[src/rtl/adc_spi_capture.sv]
// Multi-channel serial ADC capture: drives a shared cs_n/sclk and deserialises one word per lane.
// Each conversion is presented as one packed stream word with overrun detection and frame framing.
module adc_spi_capture #(
  parameter int unsigned NUM_CH     = 2,
  parameter int unsigned DATA_W     = 10,
  parameter int unsigned LEAD_BITS  = 4,
  parameter int unsigned CLK_DIV    = 2,
  parameter int unsigned GAP_CYC    = 4,
  parameter int unsigned FRAME_LEN  = 256,
  parameter int unsigned SIGNED_OUT = 0
) (
  input  logic                     clk,
  input  logic                     reset_b,
  input  logic                     en,
  input  logic                     cont,
  input  logic                     start,
  input  logic                     ovr_clr,
  input  logic [NUM_CH-1:0]        sdi,
  output logic                     cs_n,
  output logic                     sclk,
  output logic                     busy,
  output logic                     m_tvalid,
  input  logic                     m_tready,
  output logic [NUM_CH*DATA_W-1:0] m_tdata,
  output logic                     m_tlast,
  output logic                     overrun
);

  localparam int unsigned NBits  = LEAD_BITS + DATA_W;
  localparam int unsigned DivMax = (CLK_DIV > GAP_CYC) ? CLK_DIV : GAP_CYC;
  localparam int unsigned DivW   = $clog2(DivMax + 1);
  localparam int unsigned BitW   = $clog2(NBits + 1);
  localparam int unsigned CntW   = $clog2(FRAME_LEN);
  localparam int unsigned WordW  = NUM_CH * DATA_W;

  typedef enum logic [1:0] {StIdle, StSetup, StShift, StGap} state_e;

  state_e            state_q, state_d;
  logic [DivW-1:0]   div_q, div_d;
  logic [BitW-1:0]   bit_q, bit_d;
  logic              cs_n_q, cs_n_d;
  logic              sclk_q, sclk_d;
  logic [WordW-1:0]  sh_q, sh_d;
  logic [WordW-1:0]  tdata_q, tdata_d;
  logic              tvalid_q, tvalid_d;
  logic              ovr_q, ovr_d;
  logic [CntW-1:0]   cnt_q, cnt_d;
  logic [WordW-1:0]  word_fmt;
  logic              sample;
  logic              load;
  logic              hs;
  logic              div_last;
  logic              gap_last;

  assign div_last = (div_q == DivW'(CLK_DIV - 1));
  assign gap_last = (div_q == DivW'(GAP_CYC - 1));

  always_comb begin
    state_d = state_q;
    div_d   = div_q;
    bit_d   = bit_q;
    cs_n_d  = cs_n_q;
    sclk_d  = sclk_q;
    sample  = 1'b0;
    load    = 1'b0;
    unique case (state_q)
      StIdle: begin
        if (en && (cont || start)) begin
          state_d = StSetup;
          cs_n_d  = 1'b0;
          div_d   = '0;
        end
      end
      StSetup: begin
        if (div_last) begin
          state_d = StShift;
          sclk_d  = 1'b1;
          div_d   = '0;
          bit_d   = '0;
        end else begin
          div_d = div_q + 1'b1;
        end
      end
      StShift: begin
        if (!div_last) begin
          div_d = div_q + 1'b1;
        end else begin
          div_d = '0;
          if (sclk_q) begin
            // Falling sclk edge: ADC data has been stable for a full high phase.
            sclk_d = 1'b0;
            sample = 1'b1;
          end else if (bit_q == BitW'(NBits - 1)) begin
            cs_n_d  = 1'b1;
            load    = 1'b1;
            state_d = StGap;
          end else begin
            sclk_d = 1'b1;
            bit_d  = bit_q + 1'b1;
          end
        end
      end
      StGap: begin
        if (!gap_last) begin
          div_d = div_q + 1'b1;
        end else begin
          div_d = '0;
          if (en && cont) begin
            state_d = StSetup;
            cs_n_d  = 1'b0;
          end else begin
            state_d = StIdle;
          end
        end
      end
      default: state_d = StIdle;
    endcase
  end

  // Lead bits are shifted through too; after NBits samples only the last DATA_W remain.
  always_comb begin
    sh_d = sh_q;
    if (sample) begin
      for (int c = 0; c < NUM_CH; c++) begin
        sh_d[c*DATA_W +: DATA_W] = {sh_q[c*DATA_W +: DATA_W-1], sdi[c]};
      end
    end
  end

  always_comb begin
    word_fmt = sh_q;
    if (SIGNED_OUT != 0) begin
      for (int c = 0; c < NUM_CH; c++) begin
        word_fmt[c*DATA_W + DATA_W - 1] = ~sh_q[c*DATA_W + DATA_W - 1];
      end
    end
  end

  assign hs = tvalid_q && m_tready;

  always_comb begin
    tvalid_d = tvalid_q;
    tdata_d  = tdata_q;
    ovr_d    = ovr_q;
    cnt_d    = cnt_q;
    if (load) begin
      tvalid_d = 1'b1;
      tdata_d  = word_fmt;
    end else if (hs) begin
      tvalid_d = 1'b0;
    end
    // Setting beats a simultaneous clear so no overwrite is ever lost.
    if (load && tvalid_q && !m_tready) begin
      ovr_d = 1'b1;
    end else if (ovr_clr) begin
      ovr_d = 1'b0;
    end
    if (hs) begin
      cnt_d = (cnt_q == CntW'(FRAME_LEN - 1)) ? '0 : cnt_q + 1'b1;
    end
  end

  always_ff @(posedge clk or negedge reset_b) begin
    if (!reset_b) begin
      state_q  <= StIdle;
      div_q    <= '0;
      bit_q    <= '0;
      cs_n_q   <= 1'b1;
      sclk_q   <= 1'b0;
      sh_q     <= '0;
      tdata_q  <= '0;
      tvalid_q <= 1'b0;
      ovr_q    <= 1'b0;
      cnt_q    <= '0;
    end else begin
      state_q  <= state_d;
      div_q    <= div_d;
      bit_q    <= bit_d;
      cs_n_q   <= cs_n_d;
      sclk_q   <= sclk_d;
      sh_q     <= sh_d;
      tdata_q  <= tdata_d;
      tvalid_q <= tvalid_d;
      ovr_q    <= ovr_d;
      cnt_q    <= cnt_d;
    end
  end

  assign cs_n     = cs_n_q;
  assign sclk     = sclk_q;
  assign busy     = ~cs_n_q;
  assign m_tvalid = tvalid_q;
  assign m_tdata  = tdata_q;
  assign m_tlast  = tvalid_q && (cnt_q == CntW'(FRAME_LEN - 1));
  assign overrun  = ovr_q;

endmodule
[config.mk]
export PLATFORM = sky130hd
export DESIGN_NAME = adc_spi_capture
export DESIGN_NICKNAME = d
export VERILOG_FILES = /design/src/rtl/adc_spi_capture.sv
export SDC_FILE = /design/constraint.sdc
export NUM_CORES = 1
export LEC_CHECK = 0
export BUFFER_PORTS_ARGS = -buffer_cell sky130_fd_sc_hd__buf_2
export CAP_MARGIN = 10
export CORE_AREA = 3 3 94 96
export CTS_CLUSTER_SIZE = 25
export DETAILED_ROUTE_END_ITERATION = 10
export DIE_AREA = 0 0 97 99
export SLEW_MARGIN = 10
export SYNTH_ARGS = -nofsm -noshare
export SYNTH_HDL_FRONTEND = slang
export SYNTH_SLANG_ARGS = --single-unit
[constraint.sdc]
create_clock -name clk -period 2 [get_ports clk]
set_input_delay 0.1 -clock clk [delete_from_list [all_inputs] [get_ports clk]]
set_output_delay 0.1 -clock clk [all_outputs]
set_load 0.02 [all_outputs]
==> run_results.csv, run 1 <==
group,metric,value,unit
worst_setup_path,reg2reg_depth,6,
floorplanning,io_pins,35,
place,io_buffers,34,
place,routabilityCongestion,0.8492,
route,wl_per_cell,13.07,um
pwr,ir_worst_vdd,0.3511,mV
worst_setup_path,crit_path_start_kind,"flip-flop",
route,ant_nets,0,
yosys,netlist_area,2815,sq um
timing,fmax,538.7,MHz
timing,drv_slew,0,
worst_setup_path,critPathMaxStageDelay,0.42,ns
finish,final_util,41.62,%
timing,setup_viol,0,
global_routing,grt_pass1_wl,8411,um
yosys,ys_types,42,
worst_setup_path,crit_path_start,"state_q[0]",
clock_tree,cts_tree,"done",
yosys,synth_top_area_share,53.33,%
floorplanning,rows,33,
route,drc,0,
finish,multi_input_area,1187,sq um
yosys,ys.flop_type,"dfrtp_1",
route,via_count,1765,
clock_tree,clkTransAtPathRegs,0.08,ns
floorplanning,die_area,9603,sq um
global_routing,grt_pass1_vias,1748,
global_routing,grt-ovfl-total,0,
timing,setup_tns,0,ns
floorplanning,coreArea,8134,sq um
yosys,synth_top_area_cell,"dfrtp_1",
yosys,seq_area_frac_synth,54.27,%
global_routing,groute.usage.overall,11.16,%
global_routing,grt_max_degree,40,
floorplanning,start_util,34.61,%
route,wl,4929,um
run_status,outcome,"completed",
clock_tree,htreeDepth,3,
route,drt_first_pass_iters,4,
worst_setup_path,crit_cells,6,
global_routing,antenna_found_initial,0,
pwr,p_leak,1.690,nW
worst_setup_path,reg2reg_from,"state_q[0]",
finish,area_delta_synth_final,20.27,%
yosys,syn_area_per_cell,12.97,sq um
worst_setup_path,worst_ep_required_time,2.23,ns
yosys,syn_nets,239,
route,dr.first_iter.drc_count,29,
finish,nFillCells,775,
worst_setup_path,crit_chain,"inv_1, ha_1, nand2_1, or3_1, buf_12, mux2_4",
worst_setup_path,cp_slowest_cell,"dfrtp_1",
worst_setup_path,path_buf_inv,2,
timing,rsz0062_at_grt,"no",
worst_setup_path,cp.arrival,2.08,ns
timing,post-route-period-util,92.81,%
finish,seqCellArea,1528,sq um
yosys,netlist_instances,217,
clock_tree,max-clock-path-buffers,2,
finish,final_cell_area,3386,sq um
clock_tree,cts.sinks,61,
place,hpwl,3363,um
finish,layout-drive-gt1-share,37.50,%
pwr,power_density,722.1,nW/um^2
finish,final_nets,289,
hold_path,whs_path_depth,3,
timing,relSlewSlack,63.17,%
hold_path,min_from,"m_tready",
timing,finalHoldViolCount,0,
timing,worst-slew-pin-transition,0.5525,ns
clock_tree,cts_setup_buffers,0,
finish,antennaDiodeCount,0,
worst_setup_path,critPathKind,"flip-flop to flip-flop",
clock_tree,worstSkewPairLatency,0.34,ns
timing,skew,0.01343,ns
yosys,ys_ff_latch,61,
worst_setup_path,end_kind,"flip-flop",
worst_setup_path,path_max_fanout,22,
floorplanning,die_w,97,um
hold_path,holdCritPathClass,"input pin to flip-flop",
yosys,ys.warnings.count,0,
route,vias_per_cell,4.682,
yosys,synthTopCellsByArea,"dfrtp_1 (53%), mux2_4 (9.6%), mux2_2 (9.2%), ha_1 (5.8%), nand2_1 (2.8%)",
timing,final.min_clock_period,1.856,ns
run,maxCapViolations,0,
worst_setup_path,critPathTopFamily,"simple AND/OR/NAND/NOR gates",
place,placed_area,3148,sq um
yosys,synth_edf_count,0,
floorplanning,die_h,99,um
clock_tree,numCtsBuffers,9,
yosys,async_flop_share,100.0,%
clock_tree,root_buffer,"clkbuf_8",
pwr,fin_total_pwr,2.445,mW
## where the power goes
part | internal (mW) | leakage [nW] | switching (mW)
clock | 0.579 | 0.0996 | 0.515
sequential | 1.26 | 0.779 | 0.0194
combinational | 0.0348 | 0.811 | 0.0383
## cells by family after synthesis
family                     count (synthesis)  synth area share (%)
DFF                                       61                 54.27
and+or+nand+nor                           49                 8.578
AOI/OAI and AO/OA                         31                 7.467
buffers and inverters                     17                 3.555
muxes                                     41                 18.80
xor gates and xnor gates                   5                 1.556
adders and majority gates                 13                 5.778
## routing by layer
layer	global-route usage, %	wire, um	vias to the layer above
li1	-	-	864
met1	14.14	2339	867
met2	16.67	2311	28
met3	3.822	176	6
met5	0	0	-
met4	6.371	102	0
## synthesized netlist by cell type (all sizes together) (3+ instances only)
library cell,n
dfrtp,60
nor2,6
ha,13
nor3,3
buf,4
mux2,41
nand2,21
o21ai,8
inv,11
a21oi,5
nand3,4
xnor2,3
nand4,3
## path summary, 6_finish.rpt
path	end	slack, ns
worst max-delay path	m_tdata[7]	0.14
worst max register to register	m_tdata[7]	0.14
max in group asynchronous	cs_n	1.07
worst min register to register	cnt_q[6]	0.48
min in group asynchronous	m_tdata[10]	0.27
worst min-delay path	m_tvalid	0.07
## cell type report
class	count	share of cell area [%]
multi-input combinational	139	35.07
clock inverter	7	2.180
inverter	11	1.220
clock buffer	9	3.659
tap	105	3.880
timing repair buffer	45	8.869
sequential	61	45.12
## worst register-to-register path: stages (launching register included)
cell	delay, ns
dfrtp_1	0.42
inv_1	0.09
ha_1	0.24
nand2_1	0.09
or3_1	0.39
buf_12	0.19
mux2_4	0.31
## placed cells by master, fill, tap and decap left out, types with 4 or more instances in the layout
| master | synthesis | final |
|---|---|---|
| buf_2 | 1 | 34 |
| buf_4 | 0 | 4 |
| mux2_4 | 18 | 18 |
| nand2_1 | 21 | 21 |
| nand3_1 | 4 | 4 |
| ha_1 | 13 | 13 |
| dfrtp_1 | 60 | 60 |
| o21ai_0 | 8 | 7 |
| a21oi_1 | 5 | 5 |
| nor2_1 | 6 | 6 |
| dlygate4sd3_1 | 0 | 4 |
| inv_1 | 11 | 11 |
| mux2_2 | 23 | 23 |
| clkbuf_8 | 0 | 9 |
## state kept, by name, summed over array words and instances (netlist names)
name      count
state_q       2
cs_n          1
sclk          1
bit_q         4
m_tdata      20
sh_q         20
overrun       1
cnt_q         8
div_q         3
m_tvalid      1
## timing repair
item	CTS	global route
hold buffers	4	0
setup endpoints to repair	0	1
resized for setup	0	1
endpoints found under the hold margin	25	0
## per-stage QoR
step / hold slack [ns] / worst slack, ns / instances
after detailed placement: 0.1231 / 0.1530 / 357
after global placement: 0.1092 / 0.1902 / 357
after floorplan: -0.1956 / 0.06956 / 217
after CTS: 0.05300 / 0.1325 / 377
final: 0.06719 / 0.1437 / 377
after global routing: 0.08615 / 0.03942 / 377
(Power assumes the default switching activity.)
==> run 2, diff against run 1 <==
Settings changed: PLACE_DENSITY_LB_ADDON set to 0.25.
==> run 2 against run 1 <==
  * Count of clock-buffer cells in the layout stayed put
  * Global-route usage hardly changed
  * Maximum frequency is 2.8% lower
  * Clock skew is 0.0022 ns lower
  * Die area stayed put
  * Register-to-register slack worse by 0.05 ns
  * Worst setup slack worse by 0.054 ns
  * Via count is 0.57% higher
  * Hold slack better by 0.0035 ns
  * Sequential share of layout area is 0.067 points higher
  * Design area is 0.15% lower
  * Largest cell class unchanged
==> run_results.csv, run 2 (same netlist as run 1, synthesis figures left out) <==
group,metric,value,unit
run_status,outcome,"completed",
timing,setup_tns,0,ns
floorplanning,io_pins,35,
route,drt_first_pass_iters,4,
worst_setup_path,crit_path_start_kind,"flip-flop",
route,via_count,1775,
global_routing,antenna_found_initial,0,
floorplanning,die_w,97,um
worst_setup_path,crit_path_start,"div_q[1]",
timing,rsz0062_at_grt,"yes",
worst_setup_path,crit_cells,7,
timing,worst-slew-pin-transition,0.6270,ns
pwr,ir_worst_vdd,0.2696,mV
global_routing,grt_pass1_wl,8645,um
timing,final.min_clock_period,1.910,ns
global_routing,grt_max_degree,36,
route,ant_nets,0,
clock_tree,numCtsBuffers,9,
timing,drv_slew,0,
place,io_buffers,34,
place,routabilityCongestion,0.7568,
timing,finalHoldViolCount,0,
global_routing,groute.usage.overall,11.14,%
finish,final_nets,290,
worst_setup_path,end_kind,"flip-flop",
place,dp.cells,358,
worst_setup_path,cp_slowest_cell,"dfrtp_1",
worst_setup_path,reg2reg_from,"div_q[1]",
finish,layout-drive-gt1-share,37.73,%
route,wl,4821,um
route,drc,0,
worst_setup_path,path_buf_inv,2,
clock_tree,cts_resized,0,
finish,nFillCells,782,
finish,fin_cells,378,
global_routing,grt_pass1_vias,1790,
finish,final_cell_mix,"dfrtp_1 (60), buf_2 (34), mux2_2 (23), nand2_1 (21), mux2_4 (18)",
timing,fmax,523.4,MHz
worst_setup_path,critPathKind,"flip-flop to flip-flop",
floorplanning,rows,33,
worst_setup_path,regToRegSetupSlack,0.09,ns
floorplanning,die_area,9603,sq um
run,maxCapViolations,0,
timing,skew,0.01120,ns
finish,area_delta_synth_final,20.09,%
finish,multi_input_area,1187,sq um
clock_tree,root_buffer,"clkbuf_8",
worst_setup_path,worst_ep_required_time,2.22,ns
route,vias_per_cell,4.696,
route,wl_per_cell,12.75,um
clock_tree,cts_tree,"done",
finish,final_common_cell,"dfrtp_1",
clock_tree,worstSkewPairLatency,0.34,ns
worst_setup_path,crit_path_end,"m_tdata[4]",
place,hpwl,3456,um
route,dr.first_iter.drc_count,91,
pwr,power_density,719.6,nW/um^2
clock_tree,cts.sinks,61,
worst_setup_path,critPathMaxStageDelay,0.40,ns
floorplanning,coreArea,8134,sq um
timing,setup_viol,0,
clock_tree,max-clock-path-buffers,2,
worst_setup_path,crit_chain,"inv_1, ha_1, nor2b_4, nand2_1, or3_1, buf_4, mux2_4",
floorplanning,start_util,34.61,%
worst_setup_path,reg2reg_depth,7,
finish,antennaDiodeCount,0,
clock_tree,htreeDepth,3,
floorplanning,die_h,99,um
finish,seqCellArea,1528,sq um
clock_tree,clkTransAtPathRegs,0.07,ns
timing,relSlewSlack,58.20,%
worst_setup_path,critPathTopFamily,"simple AND/OR/NAND/NOR gates",
timing,post-route-period-util,95.52,%
pwr,p_leak,1.687,nW
worst_setup_path,cp.arrival,2.13,ns
worst_setup_path,path_max_fanout,10,
worst_setup_path,timing.rr.end,"m_tdata[4]",
global_routing,grt-ovfl-total,0,
hold_path,holdCritPathClass,"input pin to flip-flop",
-- run 2: changes by cell type in the layout (fill, tap and decap cells not counted) --
| cell | previous run | this run |
|---|---|---|
| buf_12 | 3 | 2 |
| buf_4 | 4 | 6 |
| o21ai_0 | 7 | 8 |
| o21ai_1 | 1 | 0 |
-- run 2: per-layer routing --
| layer | global-route usage [%] | share of wire (%) |
|---|---|---|
| met1 | 14.91 | 49 |
| met3 | 3.397 | 3.5 |
| met4 | 5.184 | 1.4 |
| met5 | 0 | 0 |
| met2 | 16.56 | 46 |
-- run 2: worst min-delay path by stage --
stage          startpoint           to  slack (ns)  cells past startpoint
2_1_floorplan     reset_b     bit_q[0]       -0.20                      0
3_3_place_gp      reset_b  m_tdata[11]        0.16                      1
3_5_place_dp      reset_b  m_tdata[17]        0.16                      1
4_1_cts          m_tready     m_tvalid        0.05                      3
5_1_grt          m_tready     m_tvalid        0.08                      3
6_report         m_tready     m_tvalid        0.07                      3
-- run 2: tightest hold or removal path: stages --
cell and delay [ns]:
buf_2 0.09, nand2b_1 0.12, nand2_1 0.06
-- run 2: final cells by class --
type / instances / share of cell area [%]
clock inverter: 7 / 2.184
inverter: 11 / 1.221
tap: 105 / 3.886
sequential: 61 / 45.19
timing repair buffer: 46 / 8.734
clock buffer: 9 / 3.664
multi-input combinational: 139 / 35.12
-- run 2: what timing repair did --
| item | in CTS | in global routing |
|---|---|---|
| setup buffers | 0 | 0 |
| endpoints found under the hold margin | 28 | 0 |
| hold buffers | 4 | 0 |
| setup endpoints to repair | 0 | 7 |
-- run 2: metrics by stage --
step / setup WS [ns] / area, sq um / util, % / hold WS (ns) / power, mW
2_1_floorplan: 0.06956 / 2815 / - / -0.1956 / 1.323
3_3_place_gp: 0.1360 / 3143 / 38.64 / 0.1604 / 1.369
3_5_place_dp: 0.08322 / 3143 / 38.64 / 0.1629 / 1.372
4_1_cts: 0.07474 / 3381 / 41.56 / 0.05238 / 2.484
5_1_grt: -0.01016 / 3381 / 41.56 / 0.07683 / 2.569
6_report: 0.08955 / 3381 / 41.56 / 0.07072 / 2.433
-- run 2: where the power goes --
part           switching, mW  internal [mW]  total [mW]  leakage, nW
sequential            0.0192           1.26        1.28        0.779
combinational         0.0371         0.0346      0.0717        0.808
clock                  0.504          0.578        1.08       0.0996
==> run 3, diff against run 2 <==
Settings changed: ABC_AREA set to 1, CORE_AREA 3 3 94 96 to 3 3 95 97, DIE_AREA 0 0 97 99 to 0 0 98 100.
Clock period 2 ns to 2.04 ns, I/O delays scaled along.
==> run 3 against run 2 <==
  * Register-to-register slack better by 0.22 ns
  * Utilization down 0.48 points
  * Routed wire length up 8.2%
  * Sequential power up 16%
  * Non-clock buffer count down 6
  * Sequential share of layout area up 0.067 points
  * Synthesized area up 2.4%
  * Via count up 17%
  * Largest power group unchanged
==> run_results.csv, run 3 <==
group,metric,value,unit
run_status,outcome,"completed",
clock_tree,htreeDepth,3,
floorplanning,die_area,9800,sq um
global_routing,grt-ovfl-total,0,
finish,antennaDiodeCount,0,
yosys,syn_area_per_cell,9.041,sq um
hold_path,whs_endpoint,"sh_q[0]",
timing,skew,0.008716,ns
yosys,ys.flop_type,"dfrtp_1",
pwr,power_density,997.4,nW/um^2
clock_tree,cts_tree,"done",
timing,final.min_clock_period,1.734,ns
global_routing,groute.usage.overall,11.63,%
timing,finalHoldViolCount,0,
run,maxCapViolations,0,
clock_tree,cts_setup_buffers,0,
pwr,p_leak,1.724,nW
global_routing,grt_use_met2,17.43,%
worst_setup_path,end_kind,"flip-flop",
floorplanning,rows,33,
yosys,ys_ff_latch,61,
global_routing,grt_pass1_vias,2036,
yosys,async_flop_share,100.0,%
worst_setup_path,reg2reg_depth,8,
worst_setup_path,cp_common_cell,"inv_1",
worst_setup_path,critPathKind,"flip-flop to flip-flop",
global_routing,use_met1,15.67,%
clock_tree,root_buffer,"clkbuf_8",
timing,post-route-period-util,85.02,%
worst_setup_path,path_buf_inv,3,
clock_tree,numCtsBuffers,9,
hold_path,holdCritPathClass,"input pin to flip-flop",
hold_path,min_from,"sdi[0]",
pwr,ir_worst_vdd,0.3397,mV
finish,final_cell_mix,"nand2_1 (92), dfrtp_1 (60), inv_1 (49), buf_2 (34), o21ai_0 (28)",
yosys,synth_top_area_share,52.06,%
finish,final_nets,383,
finish,area_delta_synth_final,17.05,%
yosys,ys.warnings.count,0,
worst_setup_path,crit_chain,"inv_1, ha_1, inv_1, nor2_4, nand3_4, buf_12, nand2_1, o21ai_2",
worst_setup_path,crit_path_start_kind,"flip-flop",
yosys,synthTopCellsByArea,"dfrtp_1 (52%), nand2_1 (12%), inv_1 (6.4%), o21ai_2 (6.1%), ha_1 (5.6%)",
hold_path,whs_path_depth,3,
global_routing,antenna_found_initial,0,
place,hpwl,3740,um
clock_tree,cts.sinks,61,
route,drt_first_pass_iters,4,
timing,setup_viol,0,
worst_setup_path,critPathMaxStageDelay,0.45,ns
global_routing,grt_pass1_wl,9225,um
place,routabilityCongestion,0.7789,
route,dr.first_iter.drc_count,119,
timing,setup_tns,0,ns
global_routing,use_met3,2.780,%
clock_tree,max-clock-path-buffers,2,
clock_tree,worstSkewPairLatency,0.33,ns
clock_tree,clkTransAtPathRegs,0.07,ns
worst_setup_path,path_max_fanout,42,
global_routing,grt_max_degree,43,
worst_setup_path,critPathTopFamily,"buffers and inverters",
route,ant_nets,0,
timing,relSlewSlack,74.04,%
floorplanning,die_w,98,um
finish,layout-drive-gt1-share,21.37,%
timing,fmax,576.6,MHz
route,drc,0,
floorplanning,coreArea,8217,sq um
route,vias_per_cell,4.436,
worst_setup_path,regToRegSetupSlack,0.31,ns
worst_setup_path,cp_slowest_cell,"dfrtp_1",
yosys,netlist_instances,319,
clock_tree,cts_resized,0,
yosys,netlist_area,2884,sq um
route,wl_per_cell,11.10,um
worst_setup_path,reg2reg_from,"state_q[0]",
worst_setup_path,timing.rr.end,"m_tdata[11]",
place,io_buffers,34,
finish,final_common_cell,"nand2_1",
yosys,ys_types,24,
timing,worst-slew-pin-transition,0.3894,ns
global_routing,grt_busiest_layer,"met2",
route,via_count,2085,
worst_setup_path,worst_ep_required_time,2.26,ns
route,wl,5216,um
yosys,yosysMostFrequentCell,"nand2_1",
finish,final_util,41.08,%
yosys,synth_edf_count,0,
yosys,netlist_top_cells_count,"nand2_1 (92), dfrtp_1 (60), inv_1 (49)",
finish,nFillCells,834,
yosys,seq_area_frac_synth,52.97,%
floorplanning,start_util,35.10,%
yosys,syn_nets,341,
timing,drv_slew,0,
yosys,synth_top_area_cell,"dfrtp_1",
timing,rsz0062_at_grt,"no",
floorplanning,die_h,100,um
worst_setup_path,cp.arrival,1.95,ns
floorplanning,io_pins,35,
run 3: cell count changes after synthesis, moves of 5 or more:
cell | previous run | this run
nand2_1 | 21 | 92
inv_1 | 11 | 49
mux2_2 | 23 | 0
o21ai_0 | 8 | 28
o21ai_2 | 0 | 20
mux2_4 | 18 | 0
nor2_1 | 6 | 15
nand3_1 | 4 | 9
run 3: power by group:
group,internal [mW],switching (mW),leakage [nW],total (mW)
Combinational,0.271,0.544,0.815,0.815
Sequential,1.36,0.112,0.815,1.48
Clock,0.624,0.451,0.0947,1.08
run 3: cell families (layout without fill, tap and decap cells):
logic type | after synthesis | count (layout) | share of synthesized area [%]
adders and majority gates | 13 | 13 | 5.640
buffers and inverters | 58 | 104 | 8.894
DFF | 61 | 61 | 52.97
AOI/OAI and AO/OA | 55 | 55 | 12.49
and+or+nand+nor | 129 | 129 | 19.09
xor gates and xnor gates | 3 | 3 | 0.9112
run 3: worst max-delay path by stage:
stage	from	endpoint	slack [ns]	cells after the start
floorplan	state_q[0]	sh_q[0]	0.57	9
global placement	state_q[0]	m_tdata[19]	0.33	8
detailed placement	state_q[0]	sh_q[5]	0.30	8
CTS	state_q[0]	sh_q[5]	0.29	8
global route	state_q[0]	sh_q[3]	0.11	8
finish	state_q[0]	m_tdata[11]	0.31	8
run 3: stage by stage:
| step | cell area, sq um | power, mW | setup slack [ns] | hold slack [ns] | cells |
|---|---|---|---|---|---|
| global route | 3376 | 3.642 | 0.1144 | 0.05578 | 470 |
| detailed placement | 3156 | 2.328 | 0.3038 | 0.05239 | 453 |
| floorplan | 2884 | 2.112 | 0.5704 | -0.1936 | 319 |
| CTS | 3376 | 3.424 | 0.2914 | 0.02677 | 470 |
| global placement | 3156 | 2.304 | 0.3336 | 0.04389 | 453 |
| finish | 3376 | 3.367 | 0.3056 | 0.03162 | 470 |
run 3: worst register-to-register path: cells and delay by family, from the launching register on:
kind,cells,cell delay (ns)
fa+ha+maj,1,0.37
compound gates,1,0.05
buf+inv,3,0.46
simple gates,3,0.31
flops,1,0.45
run 3: per-layer routing:
| layer | vias to the layer above | share of wire, % |
|---|---|---|
| li1 | 1083 | - |
| met1 | 961 | 49 |
| met2 | 34 | 46 |
| met3 | 7 | 4.2 |
| met4 | 0 | 1.3 |
| met5 | - | 0 |
run 3: repair_timing:
item | CTS | global route
hold buffers | 2 | 0
endpoints found under the setup margin | 0 | 0
hold endpoints to repair | 15 | 0
run 3: final cells by class:
type	instances	area, sq um	area share, %
flip-flops and latches	61	1528	45.26
inverters	49	183.9	5.448
multi-input cells	200	1100	32.58
repair buffers	40	232.7	6.894
clock buffers	12	155.1	4.596
well taps	105	131.4	3.892
clock inverters	3	45.04	1.334
